===== config.mk =====
export PLATFORM = sky130hd
export DESIGN_NAME = datagram_tx_scheduler
export DESIGN_NICKNAME = d
export VERILOG_FILES = /design/src/rtl/datagram_tx_scheduler_pkg.sv /design/src/rtl/datagram_tx_scheduler_snapshot.sv /design/src/rtl/datagram_tx_scheduler.sv
export SDC_FILE = /design/constraint.sdc
export NUM_CORES = 2
export LEC_CHECK = 0
export CAP_MARGIN = 5
export CELL_PAD_IN_SITES_DETAIL_PLACEMENT = 2
export CELL_PAD_IN_SITES_GLOBAL_PLACEMENT = 2
export CORE_ASPECT_RATIO = 0.6
export CORE_MARGIN = 2
export CORE_UTILIZATION = 25
export DETAILED_ROUTE_END_ITERATION = 8
export DONT_BUFFER_PORTS = 1
export HOLD_SLACK_MARGIN = 0.08
export PLACE_DENSITY = 0.5
export SYNTH_ARGS = -nofsm -noshare
export SYNTH_HDL_FRONTEND = slang
export SYNTH_SLANG_ARGS = --single-unit

===== constraint.sdc =====
create_clock -name clk -period 8.9 [get_ports clk]
set_input_delay 1.335 -clock clk [delete_from_list [all_inputs] [get_ports clk]]
set_output_delay 1.335 -clock clk [all_outputs]
set_load 0.02 [all_outputs]

===== src/rtl/datagram_tx_scheduler_pkg.sv =====
// Shared types and helpers for the datagram transmit scheduler.
// State encoding, default frame constants and small byte arithmetic helpers.
package datagram_tx_scheduler_pkg;

    typedef enum logic [1:0] {
        IDLE     = 2'd0,
        SYNC     = 2'd1,
        PAYLOAD  = 2'd2,
        CHECKSUM = 2'd3
    } tx_state_e;

    localparam int         DEF_MSG_BYTES = 64;
    localparam logic [7:0] DEF_SYNC_BYTE = 8'hA5;

    // Two's-complement negation: payload sum plus this value wraps to zero.
    function automatic logic [7:0] neg8(input logic [7:0] v);
        return (~v) + 8'd1;
    endfunction

    function automatic logic [7:0] sat_inc8(input logic [7:0] v);
        return (v == 8'hFF) ? v : v + 8'd1;
    endfunction

endpackage


===== src/rtl/datagram_tx_scheduler_snapshot.sv =====
// Frozen copy of the outgoing datagram with a byte-select read port.
// The copy only changes on load_i, so upstream edits never leak into a frame.
module datagram_snapshot #(
    parameter int MSG_BYTES = 64,
    parameter int CNT_W     = (MSG_BYTES > 1) ? $clog2(MSG_BYTES) : 1
) (
    input  logic                   clk_i,
    input  logic                   rst_ni,
    input  logic                   load_i,
    input  logic [MSG_BYTES*8-1:0] data_i,
    input  logic [CNT_W-1:0]       idx_i,
    output logic [7:0]             byte_o
);

    logic [MSG_BYTES*8-1:0] snap_q;

    always_ff @(posedge clk_i or negedge rst_ni) begin
        if (!rst_ni) begin
            snap_q <= '0;
        end else if (load_i) begin
            snap_q <= data_i;
        end
    end

    // Out-of-range indices (non power-of-two lengths) read as zero.
    always_comb begin
        byte_o = 8'h00;
        for (int k = 0; k < MSG_BYTES; k++) begin
            if (idx_i == CNT_W'(k)) begin
                byte_o = snap_q[k*8 +: 8];
            end
        end
    end

endmodule


===== src/rtl/datagram_tx_scheduler.sv =====
// Frames the control core's datagram as SYNC, payload bytes, checksum and
// feeds it byte by byte to the UART transmitter over a valid/ready handshake.
module datagram_tx_scheduler
    import datagram_tx_scheduler_pkg::*;
#(
    parameter int         MSG_BYTES = DEF_MSG_BYTES,
    parameter logic [7:0] SYNC_BYTE = DEF_SYNC_BYTE,
    parameter int         CNT_W     = (MSG_BYTES > 1) ? $clog2(MSG_BYTES) : 1
) (
    input  logic                   clk,
    input  logic                   rst,
    input  logic                   en,
    input  logic                   frame_tick,
    input  logic [MSG_BYTES*8-1:0] datagram,
    input  logic                   tx_ready,
    output logic                   tx_valid,
    output logic [7:0]             tx_data,
    output logic                   busy,
    output logic                   frame_sent,
    output logic [7:0]             dropped_count
);

    tx_state_e        state_q;
    logic [CNT_W-1:0] idx_q;
    logic [7:0]       acc_q;
    logic             pending_q;
    logic [7:0]       drop_q;
    logic             tx_valid_q;
    logic [7:0]       tx_data_q;

    logic             xfer;
    logic             last_idx;
    logic             capture;
    logic [CNT_W-1:0] rd_idx;
    logic [7:0]       acc_d;
    logic [7:0]       snap_byte;

    always_comb begin
        xfer     = tx_valid_q & tx_ready;
        last_idx = (idx_q == CNT_W'(MSG_BYTES - 1));
        capture  = en & (((state_q == IDLE) & (frame_tick | pending_q)) |
                         ((state_q == CHECKSUM) & xfer & pending_q));
        // tx_data is registered, so the mux looks one byte ahead of idx_q.
        rd_idx   = (state_q == PAYLOAD) ? idx_q + CNT_W'(1) : '0;
        acc_d    = acc_q + tx_data_q;
    end

    datagram_snapshot #(
        .MSG_BYTES (MSG_BYTES),
        .CNT_W     (CNT_W)
    ) u_snapshot (
        .clk_i  (clk),
        .rst_ni (rst),
        .load_i (capture),
        .data_i (datagram),
        .idx_i  (rd_idx),
        .byte_o (snap_byte)
    );

    always_ff @(posedge clk or negedge rst) begin
        if (!rst) begin
            state_q    <= IDLE;
            idx_q      <= '0;
            acc_q      <= 8'h00;
            pending_q  <= 1'b0;
            drop_q     <= 8'h00;
            tx_valid_q <= 1'b0;
            tx_data_q  <= 8'h00;
        end else begin
            // A tick while busy (including the checksum transfer cycle) is
            // parked once; anything beyond that is counted as dropped.
            if (en && (state_q != IDLE) && frame_tick) begin
                if (pending_q) begin
                    drop_q <= sat_inc8(drop_q);
                end else begin
                    pending_q <= 1'b1;
                end
            end
            if (!en || capture) begin
                pending_q <= 1'b0;
            end

            case (state_q)
                IDLE: begin
                    if (capture) begin
                        state_q    <= SYNC;
                        idx_q      <= '0;
                        acc_q      <= 8'h00;
                        tx_valid_q <= 1'b1;
                        tx_data_q  <= SYNC_BYTE;
                    end
                end
                SYNC: begin
                    if (xfer) begin
                        state_q   <= PAYLOAD;
                        idx_q     <= '0;
                        tx_data_q <= snap_byte;
                    end
                end
                PAYLOAD: begin
                    if (xfer) begin
                        acc_q <= acc_d;
                        if (last_idx) begin
                            state_q   <= CHECKSUM;
                            tx_data_q <= neg8(acc_d);
                        end else begin
                            idx_q     <= idx_q + CNT_W'(1);
                            tx_data_q <= snap_byte;
                        end
                    end
                end
                CHECKSUM: begin
                    if (xfer) begin
                        if (capture) begin
                            state_q   <= SYNC;
                            idx_q     <= '0;
                            acc_q     <= 8'h00;
                            tx_data_q <= SYNC_BYTE;
                        end else begin
                            state_q    <= IDLE;
                            tx_valid_q <= 1'b0;
                            tx_data_q  <= 8'h00;
                        end
                    end
                end
                default: begin
                    state_q    <= IDLE;
                    tx_valid_q <= 1'b0;
                    tx_data_q  <= 8'h00;
                end
            endcase
        end
    end

    assign tx_valid      = tx_valid_q;
    assign tx_data       = tx_data_q;
    assign busy          = (state_q != IDLE);
    assign frame_sent    = (state_q == CHECKSUM) & xfer;
    assign dropped_count = drop_q;

endmodule

# After elaboration in Yosys (flattened, before gate mapping)
# Cells that the tools add are included.
[op_classes]
n_addsub = 4
div_mod_pow = 0
n_eq_ne = 75
n_lt_le_gt_ge = 0
reduce_logical = 16
shifts = 0
bitwise_logic = 9
muxes = 95
multipliers = 0
[ops]
columns = ["operator", "count"]
rows = [
  ["$mux W8", 73],
  ["$eq A6 B6 Y1 const B", 33],
  ["$eq A6 B5 Y1 const B", 16],
  ["$eq A6 B4 Y1 const B", 8],
  ["$mux W6", 6],
  ["$pmux W8 S4", 1],
  ["$eq A6 B3 Y1 const B", 4],
  ["$pmux W6 S4", 1],
  ["$pmux W8 S3", 1],
  ["$add A8 B1 Y8 const B", 2],
  ["$ne A2 B2 Y1 const B", 7],
  ["$eq A6 B2 Y1 const B", 2],
  ["$reduce_and A4 Y1", 3],
  ["$mux W2", 5],
  ["$add A8 B8 Y8", 1],
  ["$eq A8 B8 Y1 const B", 1],
  ["$not A8 Y8", 1],
  ["$pmux W2 S4", 1],
  ["$add A6 B1 Y6 const B", 1],
  ["$eq A6 B1 Y1 const B", 1],
  ["$logic_not A6 Y1", 1],
  ["$mux W1", 6],
  ["$reduce_and A3 Y1", 2],
  ["$reduce_bool A2 Y1", 3],
  ["other kinds (12)", 19],
]
[totals]
latch_bits = 0
inputBits = 517
ramBits = 0
ff_bits = 546
out_inout_bits = 19
memories = 0
rom_bits = 0
elab_cells = 207

# Longest topological paths before layout
[logic_depth]
word_depth = 70
ltp_mapped = 15
mapped_depth_nobuf = 12

# Modules after synthesis
# From an unflattened synthesis, not the netlist that was laid out.
[unflattened]
cells_unflattened = 2442
hier_area_um2 = 28018.1
[by_module_without_submodules]
columns = ["mod", "area_per_inst_um2", "seq_area_each_um2", "n_inst", "cells_per_inst"]
rows = [
  ["datagram_snapshot", 25876.1, 12812.3, 1, 2220],
  ["datagram_tx_scheduler", 2142.1, 850.8, 1, 222],
]

# Least setup slack after synthesis
# No wires, ideal clock.
[synth_path]
kind = "in2reg"
from = "in tx_ready"
to = "reg u_snapshot.snap_q[271]"
stages = 7
path_buffers = 3
t_arrival_ns = 3.338
setup_slack_ns = 5.437
cell_sequence = "and3_1 -> nand2_1 -> a21boi_1 -> clkbuf_1 -> clkbuf_1 -> clkbuf_1 -> mux2_2"
[synth_via]
elab_chain_len = 5
[synth_lines]
columns = ["item", "line_no", "text"]
rows = [
  ["from (decl)", "datagram_tx_scheduler.sv:15", "input logic tx_ready,"],
  ["$and A1 B1 Y1", "datagram_tx_scheduler.sv:39", "xfer = tx_valid_q & tx_ready;"],
  ["$and A1 B1 Y1 (2 in a row)", "datagram_tx_scheduler.sv:42", "((state_q == CHECKSUM) & xfer & pending_q));"],
  ["$or A1 B1 Y1", "datagram_tx_scheduler.sv:41", "capture = en & (((state_q == IDLE) & (frame_tick | pending_q)) |"],
  ["$and A1 B1 Y1", "datagram_tx_scheduler.sv:41", ""],
  ["to (signal assigned)", "datagram_tx_scheduler_snapshot.sv:21", "snap_q <= data_i;"],
  ["to (decl)", "datagram_tx_scheduler_snapshot.sv:15", "logic [MSG_BYTES*8-1:0] snap_q;"],
]
# Every way passes these cells.
# A chain may end at the register's enable or synchronous reset.

# Final worst setup path
[layout_path]
from = "reg idx_q[0]"
to = "reg tx_data_q[1] (netlist: tx_data[1])"
[layout_via]
elab_chain_len = 70
word_cells_on_any_way = 135
classes_between = "add/sub: 1; eq/ne: 64; mux: 69; reduce/logical: 1"
[layout_lines]
columns = ["item", "line_no", "text"]
rows = [
  ["from (decl)", "datagram_tx_scheduler.sv:24", "logic [CNT_W-1:0] idx_q;"],
  ["from (signal assigned)", "datagram_tx_scheduler.sv:107", "idx_q <= idx_q + CNT_W'(1);"],
  ["$add A6 B1 Y6", "datagram_tx_scheduler.sv:44", "rd_idx = (state_q == PAYLOAD) ? idx_q + CNT_W'(1) : '0;"],
  ["$mux W6", "datagram_tx_scheduler.sv:44", ""],
  ["$logic_not A6 Y1", "datagram_tx_scheduler_snapshot.sv:29", "if (idx_i == CNT_W'(k)) begin"],
  ["$mux W8 (64 in a row)", "datagram_tx_scheduler_snapshot.sv:29", ""],
  ["$mux W8", "datagram_tx_scheduler.sv:103", "if (last_idx) begin"],
  ["$mux W8", "datagram_tx_scheduler.sv:101", "if (xfer) begin"],
  ["$pmux W8 S4 (*)", "datagram_tx_scheduler.sv:83", "case (state_q)"],
  ["to (signal assigned)", "datagram_tx_scheduler.sv:97", "tx_data_q <= snap_byte;"],
  ["to (signal assigned)", "datagram_tx_scheduler.sv:105", "tx_data_q <= neg8(acc_d);"],
  ["to (signal assigned)", "datagram_tx_scheduler.sv:108", "tx_data_q <= snap_byte;"],
  ["to (decl)", "datagram_tx_scheduler.sv:29", "logic [7:0] tx_data_q;"],
]
# Every way passes the cells marked *; elsewhere a longest branch is shown, timed or not. The select of a mux whose other input is x is not followed.

==> summary.txt <==
Status
  • Run status: complete, but fails checks
  • Failing checks: slew limit

Pwr
  • Clock power share: about half
  • Combinational Power Share: 0.3%
  • Sw frac: 22.43%
  • Pwr Total: 5.256 mW
  • Largest vdd supply drop: 0.1367 mV
  • Static leakage: 13.94 nW
  • Switching Power: ~1.2 mW
  • Power Dens Cells: around 170 mW/mm2
  • Part of the power in registers: roughly 48%
  • Pint: 4.078 mW

Floorplan
  • Die width: 425.1 um
  • Core area: approximately 0.11 mm2
  • Height of the die: approximately 260 um
  • Core Rows: 92
  • Die Area: about 0.11 mm2
  • Initial Util: 25.29%
  • I/O pins: approximately 540

Routing
  • WL/cell: 36.34 um
  • Drt initial violations: 1771
  • Via-to-Cell Ratio: 5.555
  • # DRC: 0
  • DR vias: approximately 21000
  • First-pass iteration count of the detailed router: 5
  • Detailed Route WL: around 130000 um
  • Detail Route Antenna Nets: 0

Synth
  • Share of the yosys chip area belonging to registers: roughly half
  • Syn_area_per_cell: 12.00 um2
  • Number of synthesized register bits: 546
  • Synth unique cells: 90
  • Syn_nets: approximately 2700
  • Mapped cell area: roughly 0.027 mm2
  • Synth warn: 0
  • Ys async rst share: 100.0%
  • Cells after synthesis: roughly 2200
  • Ys flop type: dfrtp_1
  • Post-synth EDFFs: 0

Placement
  • Setup WS pre-CTS: roughly 2600 ps
  • GPL Wtd Cong: approximately 0.9
  • Placed Area: ~0.028 mm2
  • Detailed Place HPWL: 104600 um
  • PortBufs: 0
  • Placed cells: 3569

Clock tree
  • Post-CTS setup buffer count: 0
  • H-tree depth: 2
  • PostCTS Resize Cnt: 0
  • Clock Latency Late Sink: between 600 and 700 ps
  • Clk root buf: clkbuf_16
  • CTS hold repair buffers: 0
  • CTS buffer count: 60
  • Max clock buf depth: 3
  • CTS tree: done
  • Clock Pin Slew Worst Setup and Hold Paths: 80 ps
  • Sink Count: around 550

STA
  • Worst path setup slack after routing: 2496 ps
  • Clock skew: 32.81 ps
  • RSZ-0062 raised after global routing: no
  • Worst hold slack: around 430 ps
  • Slew @ Worst Pin: ~3100 ps
  • Setup Viol. Count Final: 0
  • Final Max Slew Viols: 309
  • F_max: 0.1561 GHz
  • Final worst path period share: a little under three quarters
  • Relative slew slack: -108.4%
  • Total negative setup slack: 0 ps
  • Endpoints failing hold: 0
  • Min Tclk post-route: ~6400 ps

Worst setup path
  • CP Cell Sequence: ha_1, a31oi_1, a32o_1, nor2_1, nor2_1, a221oi_1, nand2_1, nor4b_1, o21ai_0, o211a_1, o31a_1
  • Req. time, crit path: ~9400 ps
  • CP max stage delay: ~850 ps
  • Crit path max-delay family: compound AO/OA/AOI/OAI gates
  • Startpoint types: flop
  • Crit path DAT: between 6000 and 7000 ps
  • WS Path Type: reg -> reg
  • Slowest library cell on the worst path: nor4b_1
  • CP Capture Type: flop
  • Critical path's most frequent cell: nor2_1
  • CP max FO: 22
  • Worst Path Buf+Inv: 0

Final layout
  • # fillers: between 10000 and 15000
  • Share of cells above drive strength 1: 30.91%
  • Synth-to-Final Area Change: 14.40%
  • Post-layout instance area: ~0.030 mm2
  • Final Util: 28.93%
  • Final net count: 2753
  • Fin cells: 3701

Run
  • Max Cap Viol: 0

Global routing
  • Global route overflow: 0
  • Pin count of the biggest net entering global routing: 547
  • Initial antenna violation count: between 50 and 60
  • First-pass GRT wire length: roughly 190000 um
  • Vias in the first global route: roughly 22000
  • Gr usage total: 24.26%

Worst hold path
  • Worst hold-check path type: in -> async
==> cells in the final DEF (no fill, tap or decap), drive strengths merged, types with 20 or more instances in the layout <==
master,n
a221oi,51
clkbuf,88
dfrtp,546
nand3,49
a221o,21
buf,46
nand2,135
a21oi,64
nor3,73
a22oi,24
nor2,118
mux2,512
o22ai,47
diode,20
o21ai,97
o211ai,20
o221ai,36
==> logic make-up after synthesis <==
logic type	synth area share, %
AO/OA/AOI/OAI	14.75
XOR/XNOR	0.6255
adder cells (fa/ha/maj)	0.7337
buffers and inverters	1.933
flip-flops	51.36
multiplexers	21.67
AND/OR/NAND/NOR	8.927
==> power groups by stage <==
stage / sequential [mW] / clock [mW] / combinational [mW]
after CTS: 2.52 / 2.80 / 0.0182
final: 2.52 / 2.72 / 0.0182
after global placement: 2.56 / 0 / 0.0156
after global routing: 2.52 / 2.89 / 0.0199
after detailed placement: 2.56 / 0 / 0.0181
after floorplan: 2.56 / 0 / 0.0139
==> sequential cells by signal (all words and copies together) (netlist names) <==
signal / flops
u_snapshot.snap_q: 512
acc_q: 8
dropped_count: 8
tx_data: 8
idx_q: 6
state_q: 2
pending_q: 1
tx_valid: 1
==> synth_stat cells, types with 6 or more instances <==
cell type / number / share of area, %
dfrtp_1: 546 / 51
mux2_2: 512 / 22
nand2_1: 135 / 1.9
nor2_1: 112 / 1.6
o21ai_0: 79 / 1.5
clkbuf_1: 71 / 1.0
a21oi_1: 63 / 1.2
nor3_1: 59 / 1.1
a221oi_1: 51 / 1.7
nand3_1: 49 / 0.92
o22ai_1: 47 / 1.1
o221ai_1: 35 / 1.2
a22oi_1: 24 / 0.68
buf_2: 24 / 0.45
a221o_1: 21 / 0.79
o211ai_1: 20 / 0.56
nor4_1: 18 / 0.42
a211oi_1: 17 / 0.48
o21ai_1: 16 / 0.30
xnor2_1: 16 / 0.53
a31oi_1: 15 / 0.35
a22o_1: 14 / 0.46
ha_1: 14 / 0.66
nand4_1: 14 / 0.33
o2111ai_1: 14 / 0.46
and3_1: 13 / 0.31
inv_1: 13 / 0.18
a222oi_1: 11 / 0.41
nor3_2: 11 / 0.41
a21o_1: 9 / 0.25
or3_1: 9 / 0.21
a32oi_1: 8 / 0.26
o31ai_1: 8 / 0.23
a2111oi_0: 7 / 0.23
a211o_1: 7 / 0.23
nor2b_1: 7 / 0.16
and2_1: 6 / 0.14
o21a_1: 6 / 0.17
==> final cells by class <==
cell class	instances	area (um2)	area share, %
repair buffers	46	357.8	1.176
inverters	14	52.55	0.1727
clock inverters	24	315.3	1.036
well taps	1410	1764	5.797
flip-flops and latches	546	13660	44.90
clock buffers	88	1768	5.809
diodes	20	50.05	0.1645
multi-input cells	1553	12460	40.95
==> metal layers <==
layer | GRT usage (%) | routed length, um | part of all wire, % | up-vias
met1 | 36.56 | 65090 | 48 | 11090
li1 | - | - | - | 8600
met5 | 0 | 293 | 0.22 | -
met4 | 3.842 | 2036 | 1.5 | 46
met2 | 35.57 | 58160 | 43 | 651
met3 | 5.451 | 8911 | 6.6 | 173
==> worst paths after layout <==
path,start,to,slack [ps],cells after the start
max,idx_q[0],tx_data[1],2500,11
min,rst,u_snapshot.snap_q[429],430,0
max reg2reg,idx_q[0],tx_data[1],2500,11
min reg2reg,u_snapshot.snap_q[37],u_snapshot.snap_q[37],510,1
max in group asynchronous,rst,u_snapshot.snap_q[151],6060,0
min in group clk,u_snapshot.snap_q[37],u_snapshot.snap_q[37],510,1
(Power assumes the default switching activity.)
